**src/rtl/vid_timing_pattern_gen.sv**
```systemverilog
// Progressive raster timing generator with RGB888 test patterns (bars, solid, grey ramp, checker).
// Optional white edge overlay when VTG_BORDER_EN is defined.
module vid_timing_pattern_gen #(
    parameter int   H_ACTIVE = 1280,
    parameter int   H_FP     = 110,
    parameter int   H_SYNC   = 40,
    parameter int   H_BP     = 220,
    parameter int   V_ACTIVE = 720,
    parameter int   V_FP     = 5,
    parameter int   V_SYNC   = 5,
    parameter int   V_BP     = 20,
    parameter logic HS_POL   = 1'b1,
    parameter logic VS_POL   = 1'b1
) (
    input  logic        pixelclk,
    input  logic        rst,
    input  logic        enable,
    input  logic [1:0]  pattern_sel,
    input  logic [23:0] solid_rgb,
    output logic [23:0] vid_pdata,
    output logic        vid_pvde,
    output logic        vid_phsync,
    output logic        vid_pvsync,
    output logic        frame_start
);

    localparam int H_TOTAL = H_ACTIVE + H_FP + H_SYNC + H_BP;
    localparam int V_TOTAL = V_ACTIVE + V_FP + V_SYNC + V_BP;
    localparam int HW      = $clog2(H_TOTAL);
    localparam int VW      = $clog2(V_TOTAL);
    localparam int BW      = H_ACTIVE / 8;
    localparam int BPW     = (BW > 1) ? $clog2(BW) : 1;

    localparam logic [HW-1:0]  H_ACT_END = HW'(H_ACTIVE);
    localparam logic [HW-1:0]  H_RIGHT   = HW'(H_ACTIVE - 1);
    localparam logic [HW-1:0]  HS_BEG    = HW'(H_ACTIVE + H_FP);
    localparam logic [HW-1:0]  HS_END    = HW'(H_ACTIVE + H_FP + H_SYNC);
    localparam logic [HW-1:0]  H_LAST    = HW'(H_TOTAL - 1);
    localparam logic [VW-1:0]  V_ACT_END = VW'(V_ACTIVE);
    localparam logic [VW-1:0]  V_BOTTOM  = VW'(V_ACTIVE - 1);
    localparam logic [VW-1:0]  VS_BEG    = VW'(V_ACTIVE + V_FP);
    localparam logic [VW-1:0]  VS_END    = VW'(V_ACTIVE + V_FP + V_SYNC);
    localparam logic [VW-1:0]  V_LAST    = VW'(V_TOTAL - 1);
    localparam logic [BPW-1:0] BAR_LAST  = BPW'(BW - 1);

    logic [HW-1:0]  h_cnt_reg, h_cnt_next;
    logic [VW-1:0]  v_cnt_reg, v_cnt_next;
    logic [2:0]     bar_idx_reg, bar_idx_next;
    logic [BPW-1:0] bar_px_reg, bar_px_next;
    logic [1:0]     pat_sel_reg;
    logic [23:0]    solid_reg;

    logic        frame_origin;
    logic        de_next;
    logic        hs_active, vs_active;
    logic [1:0]  cur_sel;
    logic [23:0] cur_solid;
    logic [23:0] pix_next;
    logic [15:0] x_ext, y_ext;

    assign frame_origin = (h_cnt_reg == '0) && (v_cnt_reg == '0);
    assign de_next      = (h_cnt_reg < H_ACT_END) && (v_cnt_reg < V_ACT_END);
    assign hs_active    = (h_cnt_reg >= HS_BEG) && (h_cnt_reg < HS_END);
    assign vs_active    = (v_cnt_reg >= VS_BEG) && (v_cnt_reg < VS_END);
    assign x_ext        = 16'(h_cnt_reg);
    assign y_ext        = 16'(v_cnt_reg);

    // Raster counters plus a per-line bar tracker that replaces x / BW.
    always_comb begin
        h_cnt_next   = h_cnt_reg;
        v_cnt_next   = v_cnt_reg;
        bar_idx_next = bar_idx_reg;
        bar_px_next  = bar_px_reg;
        if (!enable) begin
            h_cnt_next   = '0;
            v_cnt_next   = '0;
            bar_idx_next = '0;
            bar_px_next  = '0;
        end else if (h_cnt_reg == H_LAST) begin
            h_cnt_next   = '0;
            v_cnt_next   = (v_cnt_reg == V_LAST) ? '0 : v_cnt_reg + 1'b1;
            bar_idx_next = '0;
            bar_px_next  = '0;
        end else begin
            h_cnt_next = h_cnt_reg + 1'b1;
            if (bar_idx_reg != 3'd7) begin
                if (bar_px_reg == BAR_LAST) begin
                    bar_idx_next = bar_idx_reg + 1'b1;
                    bar_px_next  = '0;
                end else begin
                    bar_px_next = bar_px_reg + 1'b1;
                end
            end
        end
    end

    always_ff @(posedge pixelclk) begin
        if (rst) begin
            h_cnt_reg   <= '0;
            v_cnt_reg   <= '0;
            bar_idx_reg <= '0;
            bar_px_reg  <= '0;
        end else begin
            h_cnt_reg   <= h_cnt_next;
            v_cnt_reg   <= v_cnt_next;
            bar_idx_reg <= bar_idx_next;
            bar_px_reg  <= bar_px_next;
        end
    end

    // Pattern selection is sampled at the frame origin so the origin pixel already uses it.
    always_ff @(posedge pixelclk) begin
        if (rst) begin
            pat_sel_reg <= '0;
            solid_reg   <= '0;
        end else if (enable && frame_origin) begin
            pat_sel_reg <= pattern_sel;
            solid_reg   <= solid_rgb;
        end
    end

    assign cur_sel   = frame_origin ? pattern_sel : pat_sel_reg;
    assign cur_solid = frame_origin ? solid_rgb   : solid_reg;

    always_comb begin
        pix_next = '0;
        case (cur_sel)
            2'd0:    pix_next = {{8{~bar_idx_reg[1]}}, {8{~bar_idx_reg[2]}}, {8{~bar_idx_reg[0]}}};
            2'd1:    pix_next = cur_solid;
            2'd2:    pix_next = {3{x_ext[7:0]}};
            default: pix_next = (x_ext[5] ^ y_ext[5]) ? 24'hFFFFFF : 24'h000000;
        endcase
`ifdef VTG_BORDER_EN
        if ((h_cnt_reg == '0) || (h_cnt_reg == H_RIGHT) ||
            (v_cnt_reg == '0) || (v_cnt_reg == V_BOTTOM))
            pix_next = 24'hFFFFFF;
`endif
    end

    always_ff @(posedge pixelclk) begin
        if (rst || !enable) begin
            vid_pdata   <= '0;
            vid_pvde    <= 1'b0;
            vid_phsync  <= ~HS_POL;
            vid_pvsync  <= ~VS_POL;
            frame_start <= 1'b0;
        end else begin
            vid_pdata   <= de_next ? pix_next : 24'h000000;
            vid_pvde    <= de_next;
            vid_phsync  <= hs_active ? HS_POL : ~HS_POL;
            vid_pvsync  <= vs_active ? VS_POL : ~VS_POL;
            frame_start <= frame_origin;
        end
    end

endmodule
```
**config.mk**
```make
export PLATFORM = sky130hd
export DESIGN_NAME = vid_timing_pattern_gen
export DESIGN_NICKNAME = d
export VERILOG_FILES = /design/src/rtl/vid_timing_pattern_gen.sv
export SDC_FILE = /design/constraint.sdc
export NUM_CORES = 1
export LEC_CHECK = 0
export ABC_CLOCK_PERIOD_IN_PS = 2700
export CAP_MARGIN = 30
export CORE_ASPECT_RATIO = 1.4
export CORE_MARGIN = 3
export CORE_UTILIZATION = 51
export DETAILED_ROUTE_END_ITERATION = 10
export GPL_ROUTABILITY_DRIVEN = 0
export GPL_TIMING_DRIVEN = 1
export PLACE_DENSITY = 0.87
export SYNTH_ARGS = -nofsm -noshare
export SYNTH_HDL_FRONTEND = slang
export SYNTH_SLANG_ARGS = --single-unit
export TNS_END_PERCENT = 1
```
**constraint.sdc**
```tcl
create_clock -name pixelclk -period 2.7 [get_ports pixelclk]
set_clock_uncertainty 0.15 [all_clocks]
set_input_delay 0.27 -clock pixelclk [delete_from_list [all_inputs] [get_ports pixelclk]]
set_output_delay 0.27 -clock pixelclk [all_outputs]
set_load 0.03 [all_outputs]
```
==> results.sh <==
export IMPL_clk_path_buf_depth=2
export IMPL_synthCells=458
export IMPL_crit_family="simple AND/OR/NAND/NOR gates"
export IMPL_n_antenna_cell=0
export IMPL_cts_made_buffers=9
export IMPL_tns_ns=0
export IMPL_yosys_register_bits=86
export IMPL_period_share=0.885
export IMPL_yosys_area_top_type="dfxtp_1"
export IMPL_rsz0062_at_grt="no"
export IMPL_nets=547
export IMPL_netlist_area_um2=4090
export IMPL_synth_edf_count=0
export IMPL_cts_root_buffer="clkbuf_8"
export IMPL_cts_hold_buf=0
export IMPL_synth_top_area_share=0.421
export IMPL_vias=3664
export IMPL_final_setup_viol_count=0
export IMPL_cp_buffers_inverters=2
export IMPL_rrSetupSlack_ns=0.31
export IMPL_drt_pre_antenna_iters=5
export IMPL_synthDistinctLibCells=48
export IMPL_fin_util=0.631
export IMPL_h_tree_depth=3
export IMPL_yosys_top_cells_area="dfxtp_1 (42%), nand3_1 (6.6%), nand2_1 (6.2%)"
export IMPL_clk_pin_slew_worst_paths_ns=0.09
export IMPL_fin_cells=613
export IMPL_cts_setup_buffers=0
export IMPL_die_area_um2=9150
export IMPL_async_reset_ff_frac=0
export IMPL_drcViolationCount=0
export IMPL_initial_core_util=0.525
export IMPL_grt_pass1_wl_um=16900
export IMPL_viasPerCell=5.98
export IMPL_slowest_delay_ns=0.42
export IMPL_routedWlPerCell_um=17.0
export IMPL_die_y_um=112
export IMPL_drt_iter0_markers=287
export IMPL_arrival_ns=2.52
export IMPL_drive_above_1_share=0.129
export IMPL_cts_tree="done"
export IMPL_final_hold_violation_count=0
export IMPL_crit_chain="inv_1 > ha_1 > nor3b_1 > nand3_2 > nor2_4 > buf_12 > nand3_1 > a41oi_1"
export IMPL_critPathCaptureType="register"
export IMPL_antenna_found_initial=0
export IMPL_cts_sinks=86
export IMPL_p_total_w=0.00273
export IMPL_grt_util_all_layers=0.238
export IMPL_hpwl_um=7450
export IMPL_ys_warn_count=0
export IMPL_outcome="finished clean"
export IMPL_clk_latency_ns=0.37
export IMPL_hp_class="register to register"
export IMPL_peakVddDrop_mv=0.309
export IMPL_die_w_um=81.7
export IMPL_grt_pass1_vias=3626
export IMPL_area_delta_synth_final_pct=20.2
export IMPL_worstSetupPathType="register to register"
export IMPL_post_place_cells=597
export IMPL_worst_pin_slew_ns=0.543
export IMPL_syn_num_nets=497
export IMPL_ant_nets=0
export IMPL_period_needed_ns=2.39
export IMPL_p_leak_nw=1.72
export IMPL_worstSetupStartpointType="register"
export IMPL_io_buffers=56
export IMPL_totalWireLength_um=10400
export IMPL_crit_slowest_cell="nor3b_1"
export IMPL_maxCapViolations=0
export IMPL_whs_ns=0.307
export IMPL_grt_max_degree=26
export IMPL_ios=57
export IMPL_max_freq_mhz=418
export IMPL_drv_slew=0
export IMPL_slew_headroom=0.637
export IMPL_postCtsResizedCells=0
export IMPL_critical_path_required_ns=2.83
export IMPL_critPathMaxFanout=14
export IMPL_power_density_nw_per_um2=555
export IMPL_overflow=0
export IMPL_yosysSeqAreaShare=0.421
export IMPL_ys_flop_type="dfxtp_1"
export IMPL_syn_avg_cell_area_um2=8.94
export IMPL_design_core_area_um2=7800
export IMPL_rows=38
## synth_stat cells, types with 2 or more instances
cell      count
dfxtp_1      86
nand2_1      68
nand3_1      54
nor2_1       39
a41oi_1      24
a21oi_1      22
xor2_1       17
a21oi_2      14
clkbuf_1     12
ha_1         10
buf_2         9
buf_6         9
nand4_1       9
inv_1         7
o21ai_0       7
xnor2_1       6
and3_1        5
nor2b_1       5
mux2i_1       4
nand4b_1      4
nor3_1        4
a211oi_4      3
and2_1        3
nand2b_1      3
nor4_4        3
nor4b_2       3
a211oi_2      2
and4_1        2
nor2_4        2
nor3b_1       2
or2_2         2
or3_1         2
## cell families after synthesis
| group | after synthesis | synth area share |
|---|---|---|
| buffers and inverters | 38 | 0.0550 |
| muxes | 4 | 0.00978 |
| and+or+nand+nor | 219 | 0.282 |
| DFF | 86 | 0.421 |
| AOI/OAI and AO/OA | 78 | 0.153 |
| adders and majority gates | 10 | 0.0306 |
| xor gates and xnor gates | 23 | 0.0492 |
## cells in the final DEF (no fill, tap or decap), types with 5 or more instances in the layout
cell type / count
a41oi_1: 24
nand3_1: 54
nand2_1: 68
xor2_1: 17
clkbuf_8: 9
a21oi_2: 14
dfxtp_1: 86
inv_1: 7
and3_1: 5
nand4_1: 9
nor2b_1: 5
buf_4: 13
o21ai_0: 7
clkdlybuf4s50_1: 56
xnor2_1: 6
a21oi_1: 22
ha_1: 10
nor2_1: 39
## path summary, 6_finish.rpt
| path | startpoint | end | depth (start not counted) |
|---|---|---|---|
| setup / recovery | v_cnt_reg[1] | vid_pdata[4] | 8 |
| hold / removal | solid_reg[2] | solid_reg[2] | 2 |
| setup reg to reg | v_cnt_reg[1] | vid_pdata[4] | 8 |
| hold reg to reg | solid_reg[2] | solid_reg[2] | 2 |
## metal layers
layer	part of all wire	vias up	global-route usage
met5	0	-	0
met4	0.056	0	0.167
met3	0.061	45	0.0441
met2	0.52	161	0.400
met1	0.36	1748	0.261
li1	-	1710	-
## per-stage QoR
| step | instance area [µm²] | setup WS [ns] |
|---|---|---|
| floorplan | 4090 | 0.627 |
| global placement | 4700 | 0.485 |
| detailed placement | 4700 | 0.370 |
| CTS | 4920 | 0.338 |
| global route | 4920 | 0.197 |
| finish | 4920 | 0.310 |
## worst register-to-register path, cell delays in order, from the launching register on
cell	delay [ns]
dfxtp_1	0.34
inv_1	0.12
ha_1	0.15
nor3b_1	0.42
nand3_2	0.24
nor2_4	0.34
buf_12	0.19
nand3_1	0.09
a41oi_1	0.26
## final cells by class
cell class	instances	area (µm²)
Sequential cell	86	1720
Inverter	7	26.3
Tap cell	100	125
Clock buffer	9	124
Clock inverter	7	98.8
Timing Repair Buffer	70	678
Fill cell	635	2880
Multi-Input combinational cell	334	2150
## power breakdown
| part | internal (W) | switching (W) | total [W] | leakage [nW] |
|---|---|---|---|---|
| clock | 0.000523 | 0.000477 | 0.00100 | 0.109 |
| combinational | 0.000160 | 0.000229 | 0.000389 | 0.907 |
| sequential | 0.00132 | 0.0000251 | 0.00134 | 0.701 |
| total | 0.00200 | 0.000732 | 0.00273 | 1.72 |
Power figures use the tool's default switching activity.
